[config.mk]
export PLATFORM = sky130hd
export DESIGN_NAME = tub_scan_ctrl
export DESIGN_NICKNAME = d
export VERILOG_FILES = /design/src/rtl/tub_pkg.sv /design/src/rtl/tub_scan_timer.sv /design/src/rtl/tub_scan_ctrl.sv
export SDC_FILE = /design/constraint.sdc
export NUM_CORES = 1
export LEC_CHECK = 0
export ABC_AREA = 1
export CAP_MARGIN = 5
export CORE_MARGIN = 1.5
export CORE_UTILIZATION = 55
export CTS_CLUSTER_DIAMETER = 30
export DETAILED_ROUTE_END_ITERATION = 8
export PLACE_DENSITY = 0.84
export SYNTH_ARGS = -nofsm -noshare
export SYNTH_HDL_FRONTEND = slang
export SYNTH_HIERARCHICAL = 1
export SYNTH_SLANG_ARGS = --single-unit
[constraint.sdc]
create_clock -name sys_clk -period 4.55 [get_ports sys_clk]
set_clock_uncertainty 0.05 [all_clocks]
set_input_delay 0.6825 -clock sys_clk [delete_from_list [all_inputs] [get_ports sys_clk]]
set_output_delay 0.6825 -clock sys_clk [all_outputs]
set_load 0.02 [all_outputs]
[src/rtl/tub_pkg.sv]
// Shared types and helpers for the tub scan controller.
// Optional TUB_DIMMING_EN adds a per-window brightness slicer.
package tub_pkg;

  typedef enum logic {
    BLANK = 1'b0,
    ON    = 1'b1
  } tub_state_e;

  localparam int unsigned MAX_W = 32;

  localparam logic [MAX_W-1:0] SEG_BLANK = '0;

  function automatic logic [MAX_W-1:0] onehot(
    input int unsigned idx,
    input int unsigned n
  );
    logic [MAX_W-1:0] r;
    r = '0;
    if (idx < n && idx < MAX_W)
      r = MAX_W'(1) << idx;
    return r;
  endfunction

  function automatic int unsigned digit_lsb(
    input int unsigned idx,
    input int unsigned seg_w
  );
    return idx * seg_w;
  endfunction

endpackage

[src/rtl/tub_scan_timer.sv]
// BLANK/ON sequencer: cycle counter, digit index, frame strobes.
// TUB_DIMMING_EN exposes the counter and window-start strobe.
module tub_scan_timer
  import tub_pkg::*;
#(
  parameter int NUM_DIGITS = 8,
  parameter int SCAN_DIV   = 50000,
  parameter int BLANK_CYC  = 16,
  parameter int IDX_W      = $clog2(NUM_DIGITS),
  parameter int CNT_W      = $clog2(
    ((SCAN_DIV > BLANK_CYC) ? SCAN_DIV : BLANK_CYC) + 1)
) (
  input  logic             clk,
  input  logic             rst_n,
  input  logic             en,
  output tub_state_e       state,
  output logic [IDX_W-1:0] idx,
`ifdef TUB_DIMMING_EN
  output logic [CNT_W-1:0] cnt,
  output logic             on_start,
`endif
  output logic             boundary,
  output logic             frame_done
);

  localparam logic [IDX_W-1:0] IDX_LAST =
    IDX_W'(NUM_DIGITS - 1);
  localparam logic [CNT_W-1:0] BLANK_LAST =
    CNT_W'(BLANK_CYC - 1);
  localparam logic [CNT_W-1:0] ON_LAST =
    CNT_W'(SCAN_DIV - 1);

  tub_state_e       state_q, state_d;
  logic [CNT_W-1:0] cnt_q, cnt_d;
  logic [IDX_W-1:0] idx_q, idx_d;
  logic             fd_q, fd_d;
  logic             blank_end, on_end, bnd;

  always_ff @(posedge clk or negedge rst_n) begin
    if (!rst_n) begin
      state_q <= BLANK;
      cnt_q   <= '0;
      idx_q   <= '0;
      fd_q    <= 1'b0;
    end else begin
      state_q <= state_d;
      cnt_q   <= cnt_d;
      idx_q   <= idx_d;
      fd_q    <= fd_d;
    end
  end

  always_comb begin
    state_d = state_q;
    cnt_d   = cnt_q + 1'b1;
    idx_d   = idx_q;
    unique case (1'b1)
      !en: begin
        state_d = BLANK;
        cnt_d   = '0;
        idx_d   = '0;
      end
      blank_end: begin
        state_d = ON;
        cnt_d   = '0;
      end
      on_end: begin
        state_d = BLANK;
        cnt_d   = '0;
        idx_d   = (idx_q == IDX_LAST) ?
                  '0 : idx_q + 1'b1;
      end
      default: ;
    endcase
  end

  always_comb begin
    blank_end = en && state_q == BLANK &&
                cnt_q == BLANK_LAST;
    on_end    = en && state_q == ON &&
                cnt_q == ON_LAST;
    bnd       = on_end && idx_q == IDX_LAST;
    fd_d      = bnd;
  end

  assign state      = state_q;
  assign idx        = idx_q;
  assign boundary   = bnd;
  assign frame_done = fd_q;
`ifdef TUB_DIMMING_EN
  assign cnt        = cnt_q;
  assign on_start   = blank_end;
`endif

endmodule

[src/rtl/tub_scan_ctrl.sv]
// Seven-segment scan controller: frame-synced data, blink, muxing.
// Define TUB_DIMMING_EN for the 16-slice brightness control.
module tub_scan_ctrl
  import tub_pkg::*;
#(
  parameter int NUM_DIGITS   = 8,
  parameter int SEG_W        = 8,
  parameter int SCAN_DIV     = 50000,
  parameter int BLANK_CYC    = 16,
  parameter int BLINK_FRAMES = 64
) (
  input  logic                        sys_clk,
  input  logic                        rst_n,
  input  logic                        en,
  input  logic [NUM_DIGITS*SEG_W-1:0] seg_data,
  input  logic                        load,
  input  logic [NUM_DIGITS-1:0]       blink_mask,
`ifdef TUB_DIMMING_EN
  input  logic [3:0]                  brightness,
`endif
  output logic [NUM_DIGITS-1:0]       tub_sel,
  output logic [SEG_W-1:0]            tub_data1,
  output logic [SEG_W-1:0]            tub_data2,
  output logic                        frame_done
);

  localparam int IDX_W = $clog2(NUM_DIGITS);
  localparam int CNT_W = $clog2(
    ((SCAN_DIV > BLANK_CYC) ? SCAN_DIV : BLANK_CYC) + 1);
  localparam int FC_W  = $clog2(BLINK_FRAMES + 1);
  localparam int BUS_W = NUM_DIGITS * SEG_W;

  localparam logic [IDX_W-1:0] HALF =
    IDX_W'(NUM_DIGITS / 2);
  localparam logic [FC_W-1:0] FC_LAST =
    FC_W'(BLINK_FRAMES - 1);

  tub_state_e       state;
  logic [IDX_W-1:0] idx;
  logic             boundary;

  logic [BUS_W-1:0]      pending_q, pending_d;
  logic [BUS_W-1:0]      active_q, active_d;
  logic [FC_W-1:0]       fcnt_q, fcnt_d;
  logic                  phase_q, phase_d;
  logic [NUM_DIGITS-1:0] tub_sel_q, tub_sel_d;
  logic [SEG_W-1:0]      data1_q, data1_d;
  logic [SEG_W-1:0]      data2_q, data2_d;
  logic [SEG_W-1:0]      digit;

`ifdef TUB_DIMMING_EN
  localparam int SLICE = SCAN_DIV / 16;

  logic [CNT_W-1:0] cnt;
  logic             on_start;
  logic [3:0]       bright_q, bright_d;
  logic [CNT_W-1:0] slice;
`endif

  tub_scan_timer #(
    .NUM_DIGITS (NUM_DIGITS),
    .SCAN_DIV   (SCAN_DIV),
    .BLANK_CYC  (BLANK_CYC),
    .IDX_W      (IDX_W),
    .CNT_W      (CNT_W)
  ) u_timer (
    .clk        (sys_clk),
    .rst_n      (rst_n),
    .en         (en),
    .state      (state),
    .idx        (idx),
`ifdef TUB_DIMMING_EN
    .cnt        (cnt),
    .on_start   (on_start),
`endif
    .boundary   (boundary),
    .frame_done (frame_done)
  );

  always_ff @(posedge sys_clk or negedge rst_n) begin
    if (!rst_n) begin
      pending_q <= '0;
      active_q  <= '0;
      fcnt_q    <= '0;
      phase_q   <= 1'b0;
      tub_sel_q <= '0;
      data1_q   <= '0;
      data2_q   <= '0;
    end else begin
      pending_q <= pending_d;
      active_q  <= active_d;
      fcnt_q    <= fcnt_d;
      phase_q   <= phase_d;
      tub_sel_q <= tub_sel_d;
      data1_q   <= data1_d;
      data2_q   <= data2_d;
    end
  end

`ifdef TUB_DIMMING_EN
  always_ff @(posedge sys_clk or negedge rst_n) begin
    if (!rst_n) bright_q <= '0;
    else        bright_q <= bright_d;
  end

  always_comb begin
    bright_d = bright_q;
    if (!en)          bright_d = '0;
    else if (on_start) bright_d = brightness;
    slice = cnt / CNT_W'(SLICE);
  end
`endif

  // A load in the boundary cycle bypasses pending so it is not a frame late.
  always_comb begin
    pending_d = load ? seg_data : pending_q;
    active_d  = active_q;
    if (boundary)
      active_d = load ? seg_data : pending_q;
  end

  always_comb begin
    fcnt_d  = fcnt_q;
    phase_d = phase_q;
    if (!en) begin
      fcnt_d  = '0;
      phase_d = 1'b0;
    end else if (boundary) begin
      if (fcnt_q == FC_LAST) begin
        fcnt_d  = '0;
        phase_d = ~phase_q;
      end else begin
        fcnt_d = fcnt_q + 1'b1;
      end
    end
  end

  always_comb begin
    tub_sel_d = '0;
    data1_d   = '0;
    data2_d   = '0;
    digit     = SEG_W'(SEG_BLANK);
    if (en && state == ON) begin
      tub_sel_d = NUM_DIGITS'(onehot(32'(idx), NUM_DIGITS));
      digit = active_q[digit_lsb(32'(idx), SEG_W) +: SEG_W];
      if (phase_q && blink_mask[idx])
        digit = SEG_W'(SEG_BLANK);
`ifdef TUB_DIMMING_EN
      if (slice > CNT_W'(bright_q))
        digit = SEG_W'(SEG_BLANK);
`endif
      if (idx >= HALF) data1_d = digit;
      else             data2_d = digit;
    end
  end

  assign tub_sel   = tub_sel_q;
  assign tub_data1 = data1_q;
  assign tub_data2 = data2_q;

endmodule
==> metrics.txt <==
total die area 15000 sq um; vias 5767; clk buf depth 2; crit path to fcnt_q[5]; sequential area share after synthesis 0.578; max incr delay on CP 0.78 ns; grt total ovfl 0; number of max-cap violations 0; clock transition at the registers of the reported paths 0.06 ns; Syn Nets 923; crit path from en; TritonCTS Buffers 17; initial antenna violation count 0; Initial Util 0.565; # port buffers 100; worst reg-to-reg setup slack 1.96 ns; antenna cells 0; FF-to-FF path depth 10; outcome complete, no violations; DP Worst Slack 1.25 ns; latest clock arrival within the worst-skew pair 0.43 ns; worst-path fanout max 35; setup ws final 1.66 ns; clk sinks 181; GRT Overall Usage 0.243; syn avg cell area 9.30 sq um; # resized after CTS 0; 1st-pass router iterations 5; layout cells sized above 1 0.133; flops & latches, synth 181; Crit Path Category input port to register; most frequent cells in the layout nand2_1, dfrtp_1, clkdlybuf4s50_1; Crit path required time 4.82 ns; Tot Pwr 3.34 mW; Reg-to-Reg End fcnt_q[5]; CTS tree yes; DRT iter0 DRCs 406; core area 13900 sq um; commonest non-fill, non-tap cell in the layout nand2_1; critical-path cell with the highest stage delay clkdlybuf4s50_1; min Tclk post-route 2.89 ns; TNS Setup 0 ns; remaining antenna violation count 0; Post-Syn Instances 843; # hold bufs at CTS 0; power per cell area 350 nW/um^2; actual transition at the worst max-transition pin 1.08 ns; DR WL/cell 14.9 um; clk root buf clkbuf_16; final hold vios 0; synthesized cell area 7840 sq um; DRC errors left 0; Area growth, synth to finish 21.6%; gp weighted congestion 0.887; crit end category register; vias in the first global route 5769; Syn. warnings 6; min-delay worst type input port to async pin; RR Startpoint u_timer/idx[0]; pin count of the biggest net entering global routing 120; Via-to-Cell Ratio 5.12; Die Ht 122 um; Die Span X 122 um; nets@finish 1014; Most common cell on crit path nand2_1; post-synthesis cell type count 30; largest cells by area after synthesis dfrtp_1, nand2_1, mux2_2; worst vdd ir 0.222 mV; fin crit share 0.636; Detailed Place HPWL 11300 um; fmax 346 MHz; cell taking the most area after synthesis dfrtp_1; IO Pins 101; global-route wire length before repair 27800 um; Row Count 43; top-area cell type share of the netlist area 0.578; setup repair bufs after CTS 0; crit-path cells clkdlybuf4s50_1 > nand2_1 > inv_1 > nand3_2 > nor2_4 > nand2_4 > nor2_4 > inv_2 > nand2_1 > nand4_1 > nor2_1 > nand3_1 > nand2_1 > nor2_1; Critical Path Source Type input port; drt total wl 16800 um; crit path DAT 3.16 ns; leak pwr 4.62 nW; RSZ-0062 raised after global routing false; H-Tree Depth 4; final setup violation count 0; max-slew violation count 0; Slew Limit Headroom 0.282
worst min-delay path by stage:
| stage | startpoint | to | slack, ns | cells after the start |
|---|---|---|---|---|
| after floorplan | rst_n | active_q[0] | 0.34 | 0 |
| after global placement | u_timer/cnt_q[0] | u_timer/cnt_q[0] | 0.40 | 1 |
| after detailed placement | u_timer/cnt_q[0] | u_timer/cnt_q[0] | 0.40 | 1 |
| after CTS | rst_n | active_q[59] | 0.40 | 1 |
| after global routing | u_timer/cnt_q[0] | u_timer/cnt_q[0] | 0.42 | 1 |
| final | rst_n | pending_q[37] | 0.33 | 1 |
state kept, by name, indices dropped and copies added (netlist names):
| signal | flops |
|---|---|
| active_q | 64 |
| u_timer/frame_done | 1 |
| u_timer/cnt_q | 16 |
| pending_q | 64 |
| u_timer/state | 1 |
| tub_data1 | 8 |
| u_timer/idx | 3 |
| phase_q | 1 |
| tub_sel | 8 |
| tub_data2 | 8 |
| fcnt_q | 7 |
layout make-up:
class / count / area [sq um]
clock buffers: 24 / 512
clock inverters: 7 / 70.1
fillers: 1049 / 4350
inverters: 77 / 289
multi-input cells: 554 / 2870
flip-flops and latches: 181 / 4530
well taps: 180 / 225
repair buffers: 103 / 1030
synthesized netlist by cell type, drive strengths merged:
| master | instances |
|---|---|
| and2 | 1 |
| mux2 | 64 |
| o21bai | 3 |
| clkinv | 8 |
| dfrtp | 181 |
| a21oi | 3 |
| nor3 | 1 |
| nand3 | 29 |
| buf | 21 |
| ha | 4 |
| a31oi | 1 |
| o21ai | 56 |
| inv | 69 |
| nand2 | 276 |
| nand4 | 6 |
| nor2 | 103 |
| clkbuf | 10 |
| xor2 | 6 |
| xnor2 | 1 |
critical path: cells and delay by family:
kind	cells	cell delay (ns)
buffers and inverters	3	1.12
and+or+nand+nor	11	1.35
cells by family after synthesis:
| kind of cell | Yosys count | share of synthesized area |
|---|---|---|
| multiplexers | 64 | 0.0920 |
| adder cells (fa/ha/maj) | 4 | 0.00639 |
| AO/OA/AOI/OAI | 63 | 0.0413 |
| flip-flops | 181 | 0.578 |
| XOR/XNOR | 7 | 0.00782 |
| buffers and inverters | 108 | 0.0568 |
| AND/OR/NAND/NOR | 416 | 0.218 |
per-layer routing:
metal  GRT usage  wire length, um  vias up
met4      0.0865              337        0
met1       0.325             7390     2767
met3      0.0465              790       28
met5           0                0        -
met2       0.399             8250      150
li1            -                -     2822
metrics by stage:
step                       util  std cells  hold slack [ns]  cell area (sq um)
after CTS                 0.686       1126            0.397               9530
after detailed placement  0.644       1095            0.404               8950
final                     0.686       1126            0.329               9530
after global routing      0.686       1126            0.421               9530
after floorplan               -        843            0.337               7840
after global placement    0.644       1095            0.397               8950
where the power goes:
| part | internal [mW] | total [mW] | switching, mW |
|---|---|---|---|
| combinational | 0.118 | 0.221 | 0.103 |
| sequential | 1.67 | 1.69 | 0.0191 |
| clock | 0.837 | 1.43 | 0.590 |
No activity file was read; power rests on OpenSTA's default activity.
